==> src/rtl/perceptron_pkg.sv <==
// Shared opcodes, FSM state type and width helpers for the perceptron front-end.
// Latency: n/a (declarations only).
// Backpressure: n/a.
package perceptron_pkg;

    localparam logic [1:0] OP_WR_IN   = 2'b00;
    localparam logic [1:0] OP_WR_WT   = 2'b01;
    localparam logic [1:0] OP_READ    = 2'b10;
    localparam logic [1:0] OP_COMPUTE = 2'b11;

    typedef enum logic [1:0] {
        ST_IDLE,
        ST_PAYLOAD,
        ST_MAC,
        ST_SEND
    } state_t;

    // Wide enough to hold n_inputs full-scale signed products without overflow.
    function automatic int acc_width(input int n_inputs, input int data_w);
        return 2 * data_w + $clog2(n_inputs);
    endfunction

    // Register-bank address width; a single-entry bank still needs one bit.
    function automatic int idx_width(input int depth);
        return (depth > 1) ? $clog2(depth) : 1;
    endfunction

endpackage

==> src/rtl/perceptron_if_reg_bank.sv <==
// Register bank with one synchronous write port and two combinational read ports.
// Latency: write visible on the edge after we; reads are same-cycle.
// Backpressure: none, always accepts writes.
module reg_bank
    import perceptron_pkg::*;
#(
    parameter int DEPTH = 4,
    parameter int WIDTH = 8,
    parameter int AW    = 2
) (
    input  logic             clk,
    input  logic             nRst,
    input  logic             we,
    input  logic [AW-1:0]    waddr,
    input  logic [WIDTH-1:0] wdata,
    input  logic [AW-1:0]    raddr_a,
    output logic [WIDTH-1:0] rdata_a,
    input  logic [AW-1:0]    raddr_b,
    output logic [WIDTH-1:0] rdata_b
);

    logic [WIDTH-1:0] mem_q [DEPTH];

    // Storage: cleared on reset, written one entry per enabled cycle.
    always_ff @(posedge clk or negedge nRst) begin
        if (!nRst) begin
            for (int i = 0; i < DEPTH; i++) begin
                mem_q[i] <= '0;
            end
        end else if (we) begin
            mem_q[waddr] <= wdata;
        end
    end

    assign rdata_a = mem_q[raddr_a];
    assign rdata_b = mem_q[raddr_b];

endmodule

==> src/rtl/perceptron_if.sv <==
// Byte-command front-end: loads input/weight banks, runs a serial MAC, returns fire bit or read-back.
// Latency: READ offers first byte 1 cycle after command; COMPUTE offers result N_INPUTS+1 cycles after.
// Backpressure: tx byte held until tx_ready; rx bytes arriving during MAC/SEND are dropped with overrun.
module perceptron_if
    import perceptron_pkg::*;
#(
    parameter int N_INPUTS = 4,
    parameter int DATA_W   = 8,
    parameter int THRESH   = 0
) (
    input  logic       clk,
    input  logic       nRst,
    input  logic       rx_valid,
    input  logic [7:0] rx_data,
    input  logic       tx_ready,
    output logic       tx_valid,
    output logic [7:0] tx_data,
    output logic       busy,
    output logic       overrun
);

    localparam int NB    = DATA_W / 8;
    localparam int ACC_W = acc_width(N_INPUTS, DATA_W);
    localparam int AW    = idx_width(N_INPUTS);

    localparam logic [5:0]              N_IDX      = 6'(N_INPUTS);
    localparam logic [5:0]              LAST_PAY   = 6'(NB - 1);
    localparam logic signed [ACC_W-1:0] THRESH_EXT = ACC_W'(THRESH);

    state_t                    state_q,    state_d;
    logic [1:0]                op_q,       op_d;
    logic [5:0]                idx_q,      idx_d;
    logic [DATA_W-1:0]         pay_q,      pay_d;
    logic [5:0]                pay_cnt_q,  pay_cnt_d;
    logic [5:0]                mac_cnt_q,  mac_cnt_d;
    logic signed [ACC_W-1:0]   acc_q,      acc_d;
    logic [DATA_W-1:0]         tx_shift_q, tx_shift_d;
    logic [5:0]                tx_cnt_q,   tx_cnt_d;
    logic                      tx_valid_q, tx_valid_d;
    logic                      busy_q,     busy_d;
    logic                      overrun_q,  overrun_d;

    logic                      in_we, wt_we;
    logic [AW-1:0]             wr_addr, mac_addr, rd_addr;
    logic [DATA_W-1:0]         wr_data;
    logic [DATA_W-1:0]         mac_in, mac_wt, rd_in, rd_wt, rd_val;
    logic                      rd_in_range;
    logic signed [DATA_W-1:0]  mac_in_s, mac_wt_s;
    logic signed [2*DATA_W-1:0] prod;
    logic signed [ACC_W-1:0]   prod_ext;

    assign wr_addr  = AW'(idx_q);
    assign mac_addr = AW'(mac_cnt_q);
    assign rd_addr  = AW'(rx_data[4:0]);

    // Incoming byte is the low byte; earlier payload bytes shift up (MSB first).
    assign wr_data = DATA_W'({pay_q, rx_data});

    reg_bank #(.DEPTH(N_INPUTS), .WIDTH(DATA_W), .AW(AW)) u_in_bank (
        .clk     (clk),
        .nRst    (nRst),
        .we      (in_we),
        .waddr   (wr_addr),
        .wdata   (wr_data),
        .raddr_a (mac_addr),
        .rdata_a (mac_in),
        .raddr_b (rd_addr),
        .rdata_b (rd_in)
    );

    reg_bank #(.DEPTH(N_INPUTS), .WIDTH(DATA_W), .AW(AW)) u_wt_bank (
        .clk     (clk),
        .nRst    (nRst),
        .we      (wt_we),
        .waddr   (wr_addr),
        .wdata   (wr_data),
        .raddr_a (mac_addr),
        .rdata_a (mac_wt),
        .raddr_b (rd_addr),
        .rdata_b (rd_wt)
    );

    // Read-back value for a READ command currently on rx_data; out-of-range entries read as zero.
    assign rd_in_range = ({1'b0, rx_data[4:0]} < N_IDX);
    assign rd_val      = !rd_in_range ? '0 : (rx_data[5] ? rd_wt : rd_in);

    // Signed product, sign-extended to accumulator width.
    assign mac_in_s = mac_in;
    assign mac_wt_s = mac_wt;
    assign prod     = (2*DATA_W)'(mac_in_s) * (2*DATA_W)'(mac_wt_s);
    assign prod_ext = ACC_W'(prod);

    assign tx_valid = tx_valid_q;
    assign tx_data  = tx_shift_q[DATA_W-1 -: 8];
    assign busy     = busy_q;
    assign overrun  = overrun_q;

    // Command FSM, payload assembly, MAC stepping and TX byte sequencing.
    always_comb begin
        state_d    = state_q;
        op_d       = op_q;
        idx_d      = idx_q;
        pay_d      = pay_q;
        pay_cnt_d  = pay_cnt_q;
        mac_cnt_d  = mac_cnt_q;
        acc_d      = acc_q;
        tx_shift_d = tx_shift_q;
        tx_cnt_d   = tx_cnt_q;
        tx_valid_d = tx_valid_q;
        overrun_d  = 1'b0;
        in_we      = 1'b0;
        wt_we      = 1'b0;

        case (state_q)
            ST_IDLE: begin
                if (rx_valid) begin
                    op_d  = rx_data[7:6];
                    idx_d = rx_data[5:0];
                    case (rx_data[7:6])
                        OP_WR_IN, OP_WR_WT: begin
                            state_d   = ST_PAYLOAD;
                            pay_cnt_d = '0;
                        end
                        OP_READ: begin
                            state_d    = ST_SEND;
                            tx_valid_d = 1'b1;
                            tx_cnt_d   = 6'(NB);
                            tx_shift_d = rd_val;
                        end
                        default: begin
                            state_d   = ST_MAC;
                            acc_d     = '0;
                            mac_cnt_d = '0;
                        end
                    endcase
                end
            end

            ST_PAYLOAD: begin
                if (rx_valid) begin
                    pay_d     = wr_data;
                    pay_cnt_d = pay_cnt_q + 6'd1;
                    if (pay_cnt_q == LAST_PAY) begin
                        state_d = ST_IDLE;
                        // Out-of-range targets swallow the payload without writing.
                        if (idx_q < N_IDX) begin
                            in_we = (op_q == OP_WR_IN);
                            wt_we = (op_q == OP_WR_WT);
                        end
                    end
                end
            end

            ST_MAC: begin
                overrun_d = rx_valid;
                if (mac_cnt_q < N_IDX) begin
                    acc_d     = acc_q + prod_ext;
                    mac_cnt_d = mac_cnt_q + 6'd1;
                end else begin
                    // Accumulator is final; present the fire byte in the top byte of the shifter.
                    state_d    = ST_SEND;
                    tx_valid_d = 1'b1;
                    tx_cnt_d   = 6'd1;
                    tx_shift_d = DATA_W'({7'b0, acc_q >= THRESH_EXT}) << (DATA_W - 8);
                end
            end

            ST_SEND: begin
                overrun_d = rx_valid;
                if (tx_valid_q && tx_ready) begin
                    if (tx_cnt_q == 6'd1) begin
                        tx_valid_d = 1'b0;
                        state_d    = ST_IDLE;
                    end else begin
                        tx_shift_d = tx_shift_q << 8;
                        tx_cnt_d   = tx_cnt_q - 6'd1;
                    end
                end
            end

            default: state_d = ST_IDLE;
        endcase

        busy_d = (state_d != ST_IDLE);
    end

    // State and output registers; reset aborts any command in flight.
    always_ff @(posedge clk or negedge nRst) begin
        if (!nRst) begin
            state_q    <= ST_IDLE;
            op_q       <= '0;
            idx_q      <= '0;
            pay_q      <= '0;
            pay_cnt_q  <= '0;
            mac_cnt_q  <= '0;
            acc_q      <= '0;
            tx_shift_q <= '0;
            tx_cnt_q   <= '0;
            tx_valid_q <= 1'b0;
            busy_q     <= 1'b0;
            overrun_q  <= 1'b0;
        end else begin
            state_q    <= state_d;
            op_q       <= op_d;
            idx_q      <= idx_d;
            pay_q      <= pay_d;
            pay_cnt_q  <= pay_cnt_d;
            mac_cnt_q  <= mac_cnt_d;
            acc_q      <= acc_d;
            tx_shift_q <= tx_shift_d;
            tx_cnt_q   <= tx_cnt_d;
            tx_valid_q <= tx_valid_d;
            busy_q     <= busy_d;
            overrun_q  <= overrun_d;
        end
    end

endmodule

==> config.mk <==
export PLATFORM = sky130hd
export DESIGN_NAME = perceptron_if
export DESIGN_NICKNAME = d
export VERILOG_FILES = /design/src/rtl/perceptron_pkg.sv /design/src/rtl/perceptron_if_reg_bank.sv /design/src/rtl/perceptron_if.sv
export SDC_FILE = /design/constraint.sdc
export NUM_CORES = 1
export LEC_CHECK = 0
export ABC_CLOCK_PERIOD_IN_PS = 7100
export BUFFER_PORTS_ARGS = -buffer_cell sky130_fd_sc_hd__buf_2
export CORE_ASPECT_RATIO = 1.2
export CORE_MARGIN = 5
export CORE_UTILIZATION = 64
export DETAILED_ROUTE_END_ITERATION = 6
export GPL_ROUTABILITY_DRIVEN = 0
export PLACE_DENSITY = 0.82
export SYNTH_ARGS = -nofsm -noshare
export SYNTH_HDL_FRONTEND = slang
export SYNTH_SLANG_ARGS = --single-unit
==> constraint.sdc <==
create_clock -name clk -period 7.1 [get_ports clk]
set_input_delay 0.71 -clock clk [delete_from_list [all_inputs] [get_ports clk]]
set_output_delay 0.71 -clock clk [all_outputs]
set_load 0.005 [all_outputs]
# ---- Yosys cells after proc, flatten, opt, wreduce, memory -nomap -nowiden
# Cells that the tools add are included.
dict set report totals {
  elab_cells 135
  inputBits 12
  reg_bits 121
}
dict set report op_classes {
  muxes 65
  order_cmp 8
  n_reduce_logical 18
  bitwise_logic 3
  addsub 4
  n_mul 1
  eq_ne 17
}
# cell n
set op_table {}
lappend op_table {{2-to-1 mux 8 bit} 16}
lappend op_table {{2-to-1 mux 6 bit} 11}
lappend op_table {{binary-select mux 8 bit (select 2 bit)} 4}
lappend op_table {{bitwise mux 32 bit} 2}
lappend op_table {{2-to-1 mux 18 bit} 3}
lappend op_table {{case mux 18 bit (2 select lines)} 1}
lappend op_table {{case mux 6 bit (2 select lines)} 2}
lappend op_table {{case mux 8 bit (3 select lines)} 1}
lappend op_table {{adder 18 x 16 -> 18 bit} 1}
lappend op_table {{greater-or-equal comparator 18 x 1 -> 1 bit (second input constant)} 1}
lappend op_table {{case mux 6 bit (3 select lines)} 1}
lappend op_table {{demux 8 bit (select 2 bit)} 1}
lappend op_table {{multiplier 8 x 8 -> 16 bit} 1}
lappend op_table {{inequality test 2 bit (second input constant)} 8}
lappend op_table {{2-to-1 mux 1 bit} 14}
lappend op_table {{adder 6 x 1 -> 6 bit (second input constant)} 2}
lappend op_table {{< comparator 6 x 3 -> 1 bit (second input constant)} 2}
lappend op_table {{2-to-1 mux 2 bit} 6}
lappend op_table {{AND reduction 6 bit} 2}
lappend op_table {{greater-or-equal comparator 3 bit (second input constant)} 3}
lappend op_table {{NOT 2 -> 3 bit} 3}
lappend op_table {{case mux 2 bit (4 select lines)} 1}
lappend op_table {{AND reduction 4 bit} 2}
lappend op_table {{== test 2 x 1 -> 1 bit (second input constant)} 3}
lappend op_table {{other kinds (16)} 25}

# ---- Depth between registers and ports, before layout
# Gate-level depths: netlist of run 1.
dict set report depth {
  word_depth 9
  mapped_depth 21
}

# ---- By module
# From an unflattened synthesis of run 1, not the netlist that was laid out.
dict set report unflattened {
  hier_cells 761
  area_unflattened_um2 9032.4
}
# mod area_per_inst_um2 n_inst seq_area_each_um2 cells_each
set modules_own_cells {}
lappend modules_own_cells {perceptron_if 5851.9 1 1426.4 585}
lappend modules_own_cells {reg_bank 1590.3 2 800.8 88}

# ---- Worst setup path before layout of run 1
# No wires, ideal clock.
dict set report synth_path {
  path_kind {flip-flop to flip-flop}
  start {register mac_cnt_q[0]}
  end {register acc_q[15]}
  arrival_ns 5.712
  period_less_slack_ns 5.842
  slack_ns 1.258
  stages_incl_launch_ff 18
  path_buffers 1
  path_cell_list {dfrtp_1 clkbuf_1 mux2_2 o21ai_1 or2_2 fa_1 fa_1 inv_1 fa_1 fa_1 fa_1 ha_1 o21a_1 a2111oi_0 o31ai_1 a31oi_1 xnor2_1 o21ai_0}
}
dict set report synth_via {
  elab_chain_len 8
}
# item line_no
set synth_rtl {}
lappend synth_rtl {{start, declared} perceptron_if.sv:35} ;# logic [5:0] mac_cnt_q, mac_cnt_d;
lappend synth_rtl {{start signal, assigned} perceptron_if.sv:208} ;# mac_cnt_q <= mac_cnt_d;
lappend synth_rtl {{NOT 2 -> 3 bit (implied by the code)} perceptron_if_reg_bank.sv:35} ;# assign rdata_a = mem_q[raddr_a];
lappend synth_rtl {{binary-select mux 8 bit (select 2 bit)} perceptron_if_reg_bank.sv:35}
lappend synth_rtl {{2-to-1 mux 8 bit (implied by the code) (2 in series)} perceptron_if_reg_bank.sv:35}
lappend synth_rtl {{multiplier 8 x 8 -> 16 bit} perceptron_if.sv:90} ;# assign prod = (2*DATA_W)'(mac_in_s) * (2*DATA_W)'(mac_wt_s);
lappend synth_rtl {{adder 18 x 16 -> 18 bit} perceptron_if.sv:157} ;# acc_d = acc_q + prod_ext;
lappend synth_rtl {{2-to-1 mux 18 bit} perceptron_if.sv:156} ;# if (mac_cnt_q < N_IDX) begin
lappend synth_rtl {{case mux 18 bit (2 select lines)} perceptron_if.sv:114} ;# case (state_q)
lappend synth_rtl {{end signal, assigned} perceptron_if.sv:196} ;# acc_q <= '0;
lappend synth_rtl {{end signal, assigned} perceptron_if.sv:209} ;# acc_q <= acc_d;
lappend synth_rtl {{end, declared} perceptron_if.sv:36} ;# logic signed [ACC_W-1:0] acc_q, acc_d;
# Parallel ways exist; a longest one is shown, timed or not. The select of a mux whose other input is x is not followed.
# A chain may end at the register's enable or synchronous reset.

# ---- Worst setup path in the final report of run 1
# Same ends and word-level chain as after synthesis.

==> flow_summary.ini, run 1 <==
[power_and_ir_drop]
internal-power_uw = 1860
p_switching_uw = 1160
powerDensity_nw_per_um2 = 309
p_clk_share_pct = 28.5
p_seq_share_pct = 31.9
p_leak_uw = 0.00491
peakVddDrop_mv = 0.250
comb_power_share_pct = 39.6
p_total_uw = 3020
p_sw_share_pct = 38.4

[logic_synthesis]
synthCells = 760
synth-seq-area-share_pct = 33.9
synth-edff-count = 0
synth_largest_area_cell = dfrtp_1
synth.area.top_cells = dfrtp_1, fa_1, mux2_2
synthFlopType = dfrtp_1
ys_ff_latch = 121
yosysMostFrequentCell = dfrtp_1
syn_nets = 899
netlist.area_leader.share_pct = 33.9
synthTopCellsByCount = dfrtp_1, inv_1, fa_1, mux2_2, nand2_1
avgSynthCellArea_sq_um = 11.8
yosysWarnings = 0
yosysUniqueCellTypes = 54
synthArstFlopShare_pct = 100
syn_area_sq_um = 8940

[floorplanning]
core_region_area_sq_um = 13800
start_util_pct = 64.9
die_y_microns = 139
io_pins = 23
dieArea_sq_um = 16400
fp-row-count = 47
die_width_microns = 118

[drt]
drt_pass1_iterations = 5
ant_nets = 0
routed_wl_mm = 20.4
routedWlPerCell_microns = 21.2
via_per_inst = 6.20
drtIter0Drc = 480
drcViolationCount = 0
dr_total_vias = 5968

[global_routing]
grt_pass1_wl_mm = 34.6
antenna_found_initial = 0
grt-ovfl-total = 0
grt_max_degree = 79
grt_usage_pct = 26.6
grt_pass1_vias = 6645

[sta]
layout_min_cycle_time_ns = 6.77
fin_crit_sh_pct = 95.3
drv_slew = 0
tightest_slew_ns = 1.10
finalClockSkew_ns = 0.00526
rsz0062_at_grt = no
finalSetupTns_ns = 0
max-slew-margin-rel_pct = 26.1
fmax_ghz = 0.148
hold_viol = 0
setup_violations = 0

[critical_path]
cpMostUsedCell = fa_1
max_stage_delay_ns = 0.89
endpoint_kind = register
required_ns = 7.38
start_kind = register
crit_type = register to register
cp_slowest_cell = a2111oi_0
cp_cell_sequence = buf_4 > mux2i_1 > nand2_1 > o21ai_1 > buf_4 > or2_2 > fa_1 > fa_1 > inv_1 > fa_1 > fa_1 > fa_1 > ha_1 > o21a_1 > a2111oi_0 > o31ai_1 > a31oi_1 > xnor2_1 > o21ai_0
worstPathArrival_ns = 7.05
path_max_fanout = 14

[cts]
cts-root-buf = clkbuf_16
clk_path_buf_depth = 2
clk_pin_slew_ns = 0.06
clock-sinks = 121
worstSkewPairLatency_ns = 0.42
tritoncts = done
cts_hold_buf = 0
htreeDepth = 4
cts_buffers = 17

[layout]
fillers = 929
syn2layout_area_growth_pct = 9.42
drive_gt1_share_pct = 21.2
diodes = 0
fin_area_sq_um = 9780
regArea_sq_um = 3030
multiInputGateArea_sq_um = 5440
layout.nets = 918

[placement]
placed_cell_area_sq_um = 9190
place_hpwl_mm = 15.0
numPortBuffers = 22

[status]
outcome = finished, final reports clean

[min_path]
min_path_type = input port to async pin

[run]
cap_viol_max_count = 0
## routing by layer
metal / vias up / track usage [%] / part of all wire [%]
met5: - / 0 / 0
met4: 0 / 10.2 / 3.0
met3: 44 / 5.15 / 4.9
met2: 188 / 45.7 / 53
met1: 3103 / 33.4 / 39
li1: 2633 / - / -
## sequential cells by signal (all words and copies together) (netlist names)
signal           flops
tx_data              8
state_q              2
u_in_bank.mem_q     32
busy                 1
overrun              1
mac_cnt_q            6
pay_cnt_q            6
tx_cnt_q             6
idx_q                6
u_wt_bank.mem_q     32
acc_q               18
tx_valid             1
op_q                 2
## path summary, 6_finish.rpt
| path | start | to | slack [ns] | depth (start not counted) |
|---|---|---|---|---|
| min reg2reg | tx_data[1] | tx_data[1] | 0.48 | 2 |
| max reg2reg | mac_cnt_q[0] | acc_q[15] | 0.33 | 19 |
| max | mac_cnt_q[0] | acc_q[15] | 0.33 | 19 |
| max in group asynchronous | nRst | mac_cnt_q[1] | 5.38 | 2 |
| min in group clk | tx_data[1] | tx_data[1] | 0.48 | 2 |
| min | nRst | acc_q[14] | 0.29 | 1 |
## power groups by stage
stage	registers [uW]	clock network, uW	logic [uW]
finish	964	861	1200
CTS	961	863	1200
detailed placement	971	0	1190
floorplan	887	0	945
global route	984	903	1330
global placement	961	0	1120
## layout make-up
cell class	count	area share, %
clock buffer	18	4.49
clock inverter	13	1.50
timing repair buffer	26	1.46
inverter	99	3.80
multi-input combinational	514	55.6
tap	171	2.19
sequential	121	31.0
## stage by stage
stage	util [%]	std cells	worst slack, ns	hold WS (ns)
floorplan	-	760	1.26	0.414
global placement	66.8	931	0.561	0.462
detailed placement	66.8	931	0.280	0.466
CTS	71.0	962	0.269	0.310
global route	71.1	962	0.128	0.344
finish	71.1	962	0.333	0.292
## layout by cell type, fill, tap and decap left out, types with 3 or more instances in the layout
cell type,n
or4_1,3
mux2i_1,10
nand3_1,10
mux2_1,4
and2_1,35
buf_2,21
a211o_1,3
nor3_1,7
nand2_1,58
mux4_2,31
nand2b_1,5
a21o_1,6
nor2_1,26
dfrtp_1,120
o21ai_0,20
fa_1,80
o22ai_1,4
clkinv_4,5
xor2_1,8
mux2_2,69
buf_4,5
ha_1,47
clkbuf_16,17
o31ai_1,11
xnor2_1,14
a22o_1,5
o21a_1,5
nand4_1,4
inv_1,98
nor2b_1,4
a21oi_1,14
## critical path, delay by kind of cell (launching register included)
| family | cells | cell delay (ns) |
|---|---|---|
| AO/OA/AOI/OAI | 6 | 1.81 |
| XOR/XNOR | 1 | 0.14 |
| adder cells (fa/ha/maj) | 6 | 2.91 |
| buffers and inverters | 3 | 0.58 |
| flip-flops | 1 | 0.64 |
| multiplexers | 1 | 0.13 |
| AND/OR/NAND/NOR | 2 | 0.40 |
## cells by family after synthesis
family	after synthesis	synth area share, %
AOI/OAI and AO/OA	83	6.16
xor gates and xnor gates	22	2.16
adders and majority gates	127	24.5
buffers and inverters	125	5.29
DFF	121	33.9
muxes	114	18.1
and+or+nand+nor	168	9.87
## repair_timing
action                                  CTS  global route
setup buffers                             0             0
endpoints found under the setup margin    0             1
resized for setup                         0             1
No activity file was read; power rests on OpenSTA's default activity.
==> run 2: changes to the inputs <==
BUFFER_PORTS_ARGS = unset   (was -buffer_cell sky130_fd_sc_hd__buf_2)
DONT_BUFFER_PORTS = 1   (was unset)
PLACE_DENSITY = 0.81   (was 0.82)
==> flow_summary.ini, run 2 (same netlist as run 1, synthesis figures left out) <==
[cts]
clk_path_buf_depth = 2
tritoncts = done
clk_pin_slew_ns = 0.06
cts-root-buf = clkbuf_16
htreeDepth = 4
cts_buffers = 17
clock-sinks = 121
worstSkewPairLatency_ns = 0.42
cts_setup_buffers = 0

[global_routing]
grt_pass1_wl_mm = 34.9
grt_max_degree = 122
grt_pass1_vias = 6705
grt_usage_pct = 27.1
antenna_found_initial = 0
grt-ovfl-total = 0

[status]
outcome = finished, final reports clean

[sta]
max-slew-margin-rel_pct = 31.0
layout_min_cycle_time_ns = 6.49
hold_viol = 0
rsz0062_at_grt = no
whs_ns = 0.203
tightest_slew_ns = 1.03
drv_slew = 0
setup_violations = 0
fin_crit_sh_pct = 91.5
finalSetupTns_ns = 0
fmax_ghz = 0.154
finalClockSkew_ns = 0.00620

[power_and_ir_drop]
powerDensity_nw_per_um2 = 321
peakVddDrop_mv = 0.238
p_leak_uw = 0.00487

[floorplanning]
core_region_area_sq_um = 13800
dieArea_sq_um = 16400
fp-row-count = 47
die_y_microns = 139
start_util_pct = 64.9
io_pins = 23
die_width_microns = 118

[drt]
routedWlPerCell_microns = 22.0
dr_total_vias = 5988
drtIter0Drc = 397
drt_pass1_iterations = 5
routed_wl_mm = 20.7
ant_nets = 0
drcViolationCount = 0
via_per_inst = 6.36

[critical_path]
required_ns = 7.38
endpoint_kind = register
start_kind = register
worstPathArrival_ns = 6.78
crit_type = register to register
path_max_fanout = 20

[run]
cap_viol_max_count = 0

[layout]
fillers = 942
drive_gt1_share_pct = 19.0
syn2layout_area_growth_pct = 9.49
layout.nets = 897
reg_top3 = u_in_bank.mem_q x32, u_wt_bank.mem_q x32, acc_q x18
layout_commonest_cell = dfrtp_1
fin_cells = 941
final_cell_mix = dfrtp_1, inv_1, fa_1
diodes = 0

[placement]
numPortBuffers = 0
place_hpwl_mm = 15.2
dpl.cell_count = 909

[min_path]
min_path_type = input port to async pin
[run 2: changes by cell type in the layout (fill, tap and decap cells not counted)]
cell	previous run	this run
clkinv_4	5	1
dfrtp_1	120	121
buf_4	5	4
clkinv_2	2	0
buf_16	0	1
dfrtp_2	1	0
buf_2	21	0
bufinv_16	2	5
clkbuf_8	1	5
clkinvlp_4	2	1
[run 2: final cells by class]
cell class	instances	area, sq um	share of cell area (%)
repair buffers	5	57.6	0.588
clock buffers	22	494	5.05
multi-input cells	514	5440	55.5
inverters	99	372	3.80
clock inverters	9	184	1.88
flip-flops and latches	121	3030	30.9
well taps	171	214	2.19
[run 2: power by group]
group	leakage [uW]	switching [uW]	internal (uW)
Sequential	0.00163	156	810
Clock	0.000329	317	671
Combinational	0.00291	659	523
Total	0.00487	1130	2000
[run 2: through the flow]
| stage | utilization [%] | setup slack (ns) | total power, uW | instance area [sq um] |
|---|---|---|---|---|
| 6_report | 71.1 | 0.606 | 3140 | 9780 |
| 5_1_grt | 71.1 | 0.229 | 3350 | 9780 |
| 4_1_cts | 71.1 | 0.592 | 3150 | 9780 |
| 3_5_place_dp | 66.0 | 0.616 | 2140 | 9080 |
| 3_3_place_gp | 66.0 | 0.772 | 2070 | 9080 |
| 2_1_floorplan | - | 1.26 | 1830 | 8940 |
[run 2: final timing paths]
kind / from / to / slack, ns / cells past startpoint
max in group asynchronous: nRst / u_in_bank.mem_q[2] / 6.37 / 1
setup / recovery: mac_cnt_q[1] / acc_q[15] / 0.61 / 16
hold reg to reg: acc_q[6] / acc_q[6] / 0.51 / 2
setup reg to reg: mac_cnt_q[1] / acc_q[15] / 0.61 / 16
hold / removal: nRst / acc_q[17] / 0.20 / 1
min in group clk: rx_valid / overrun / 0.42 / 1
[run 2: per-layer routing]
layer	vias up	share of wire [%]	track usage (%)
met5	-	0	0
met1	3088	36	31.3
li1	2587	-	-
met2	219	52	45.4
met3	94	4.7	5.88
met4	0	6.5	18.2
[run 2: repair_timing]
action                                 CTS  global route
endpoints found under the hold margin  121             0
hold buffers                             1             0
setup endpoints to repair                0             0
gates resized for setup                  0             0
[run 2: critical path: stages, from the launching register on]
cell       delay, ns
dfrtp_1         0.92
mux4_2          0.46
and2_1          0.52
inv_1           0.13
fa_1            0.52
inv_1           0.05
fa_1            0.51
fa_1            0.44
fa_1            0.59
fa_1            0.43
ha_1            0.35
o21a_1          0.14
a2111oi_0       0.57
o31ai_1         0.24
a31oi_1         0.24
xnor2_1         0.14
o21ai_0         0.11
==> run 3: changes to the inputs <==
ABC_CLOCK_PERIOD_IN_PS = 6900   (was 7100)
SLEW_MARGIN = 30   (was unset)
clock period = 6.9 ns   (was 7.1 ns; I/O delays follow)
==> flow_summary.ini, run 3 (same netlist as run 1, synthesis figures left out) <==
[critical_path]
path_max_fanout = 14
start_kind = register
r2r_slack_ns = 0.48
required_ns = 7.25
endpoint_kind = register
crit_type = register to register
worstPathArrival_ns = 6.78

[cts]
clk_pin_slew_ns = 0.06
clock-sinks = 121
ctsResizeCount = 0
tritoncts = done
cts-root-buf = clkbuf_16
htreeDepth = 4
clk_path_buf_depth = 2
cts_buffers = 17
cts_hold_buf = 1
cts_setup_buffers = 0
worstSkewPairLatency_ns = 0.42

[floorplanning]
core_region_area_sq_um = 13800
die_width_microns = 118
fp-row-count = 47
die_y_microns = 139
io_pins = 23
start_util_pct = 64.9
dieArea_sq_um = 16400

[sta]
finalSetupTns_ns = 0
hold_viol = 0
fin_crit_sh_pct = 93.1
worst_slack_ns = 0.475
drv_slew = 0
finalClockSkew_ns = 0.00815
tightest_slew_ns = 0.919
layout_min_cycle_time_ns = 6.42
fmax_ghz = 0.156
max-slew-margin-rel_pct = 38.5
rsz0062_at_grt = no
setup_violations = 0

[power_and_ir_drop]
comb_power_share_pct = 38.4
p_seq_share_pct = 31.9
p_leak_uw = 0.00483
p_sw_share_pct = 36.5
p_clk_share_pct = 29.7
internal-power_uw = 1970
peakVddDrop_mv = 0.304
p_switching_uw = 1140
powerDensity_nw_per_um2 = 320
p_total_uw = 3110

[global_routing]
grt_pass1_wl_mm = 34.5
grt_pass1_vias = 6592
use_met2_pct = 45.2
use_met1_pct = 32.2
antenna_found_initial = 0
grt_usage_pct = 26.6
top_usage_layer = met2
grt-ovfl-total = 0
grt_util_met3_pct = 4.59
grt_max_degree = 122

[layout]
layout_commonest_cell = dfrtp_1
reg_top3 = u_in_bank.mem_q x32, u_wt_bank.mem_q x32, acc_q x18
syn2layout_area_growth_pct = 8.75
multiInputGateArea_sq_um = 5440
drive_gt1_share_pct = 18.5
final_cell_mix = dfrtp_1, inv_1, fa_1
diodes = 0
layout.nets = 897
regArea_sq_um = 3030
fillers = 939
final_util_pct = 70.6
fin_cells = 942

[drt]
ant_nets = 0
drtIter0Drc = 402
routed_wl_mm = 20.3
dr_total_vias = 5937
drcViolationCount = 0
routedWlPerCell_microns = 21.6
drt_pass1_iterations = 5
via_per_inst = 6.30

[run]
cap_viol_max_count = 0

[placement]
dpl.cell_count = 909
place_hpwl_mm = 15.0
numPortBuffers = 0
post-place-ws_ns = 0.480

[status]
outcome = finished, final reports clean

[min_path]
min_path_type = input port to async pin
-- run 3: path summary, 6_finish.rpt --
check / cells after the start / from / to
hold / removal: 1 / nRst / acc_q[17]
max in group asynchronous: 1 / nRst / u_wt_bank.mem_q[21]
setup reg to reg: 20 / mac_cnt_q[0] / acc_q[16]
setup / recovery: 20 / mac_cnt_q[0] / acc_q[16]
min in group clk: 1 / rx_valid / overrun
hold reg to reg: 1 / mac_cnt_q[4] / mac_cnt_q[4]
-- run 3: layout make-up --
cell class	count	area share, %
Clock buffer	21	4.53
Clock inverter	11	1.76
Inverter	99	3.82
Multi-Input combinational cell	514	55.9
Sequential cell	121	31.2
Tap cell	171	2.20
Timing Repair Buffer	5	0.592
-- run 3: per-stage QoR --
| step | hold WS, ns | cell area, sq um |
|---|---|---|
| floorplan | 0.394 | 8940 |
| global placement | 0.400 | 9080 |
| detailed placement | 0.400 | 9080 |
| CTS | 0.258 | 9720 |
| global route | 0.262 | 9720 |
| finish | 0.208 | 9720 |
-- run 3: metal layers --
metal  share of wire, %  vias up
met2                 52      246
met4                6.1        0
met3                5.1       82
li1                   -     2584
met5                  0        -
met1                 37     3025
-- run 3: critical path: stages, from the launching register on --
cell and delay (ns):
dfrtp_1 0.77, buf_4 0.34, mux4_2 0.66, nand2_1 0.14, fa_1 0.44, inv_1 0.10
fa_1 0.43, ha_1 0.28, inv_1 0.05, fa_1 0.54, inv_1 0.08, ha_1 0.29
ha_1 0.20, inv_1 0.07, fa_1 0.38, nor2b_1 0.23, o21a_1 0.16, o21ai_0 0.18
a211o_1 0.33, a2111oi_0 0.46, o32a_1 0.23
-- run 3: power groups by stage --
stage / Combinational, uW / Sequential [uW] / Clock [uW]
4_1_cts: 1200 / 988 / 932
3_5_place_dp: 1160 / 998 / 0
3_3_place_gp: 1120 / 989 / 0
2_1_floorplan: 972 / 913 / 0
6_report: 1190 / 990 / 924
5_1_grt: 1360 / 1010 / 970
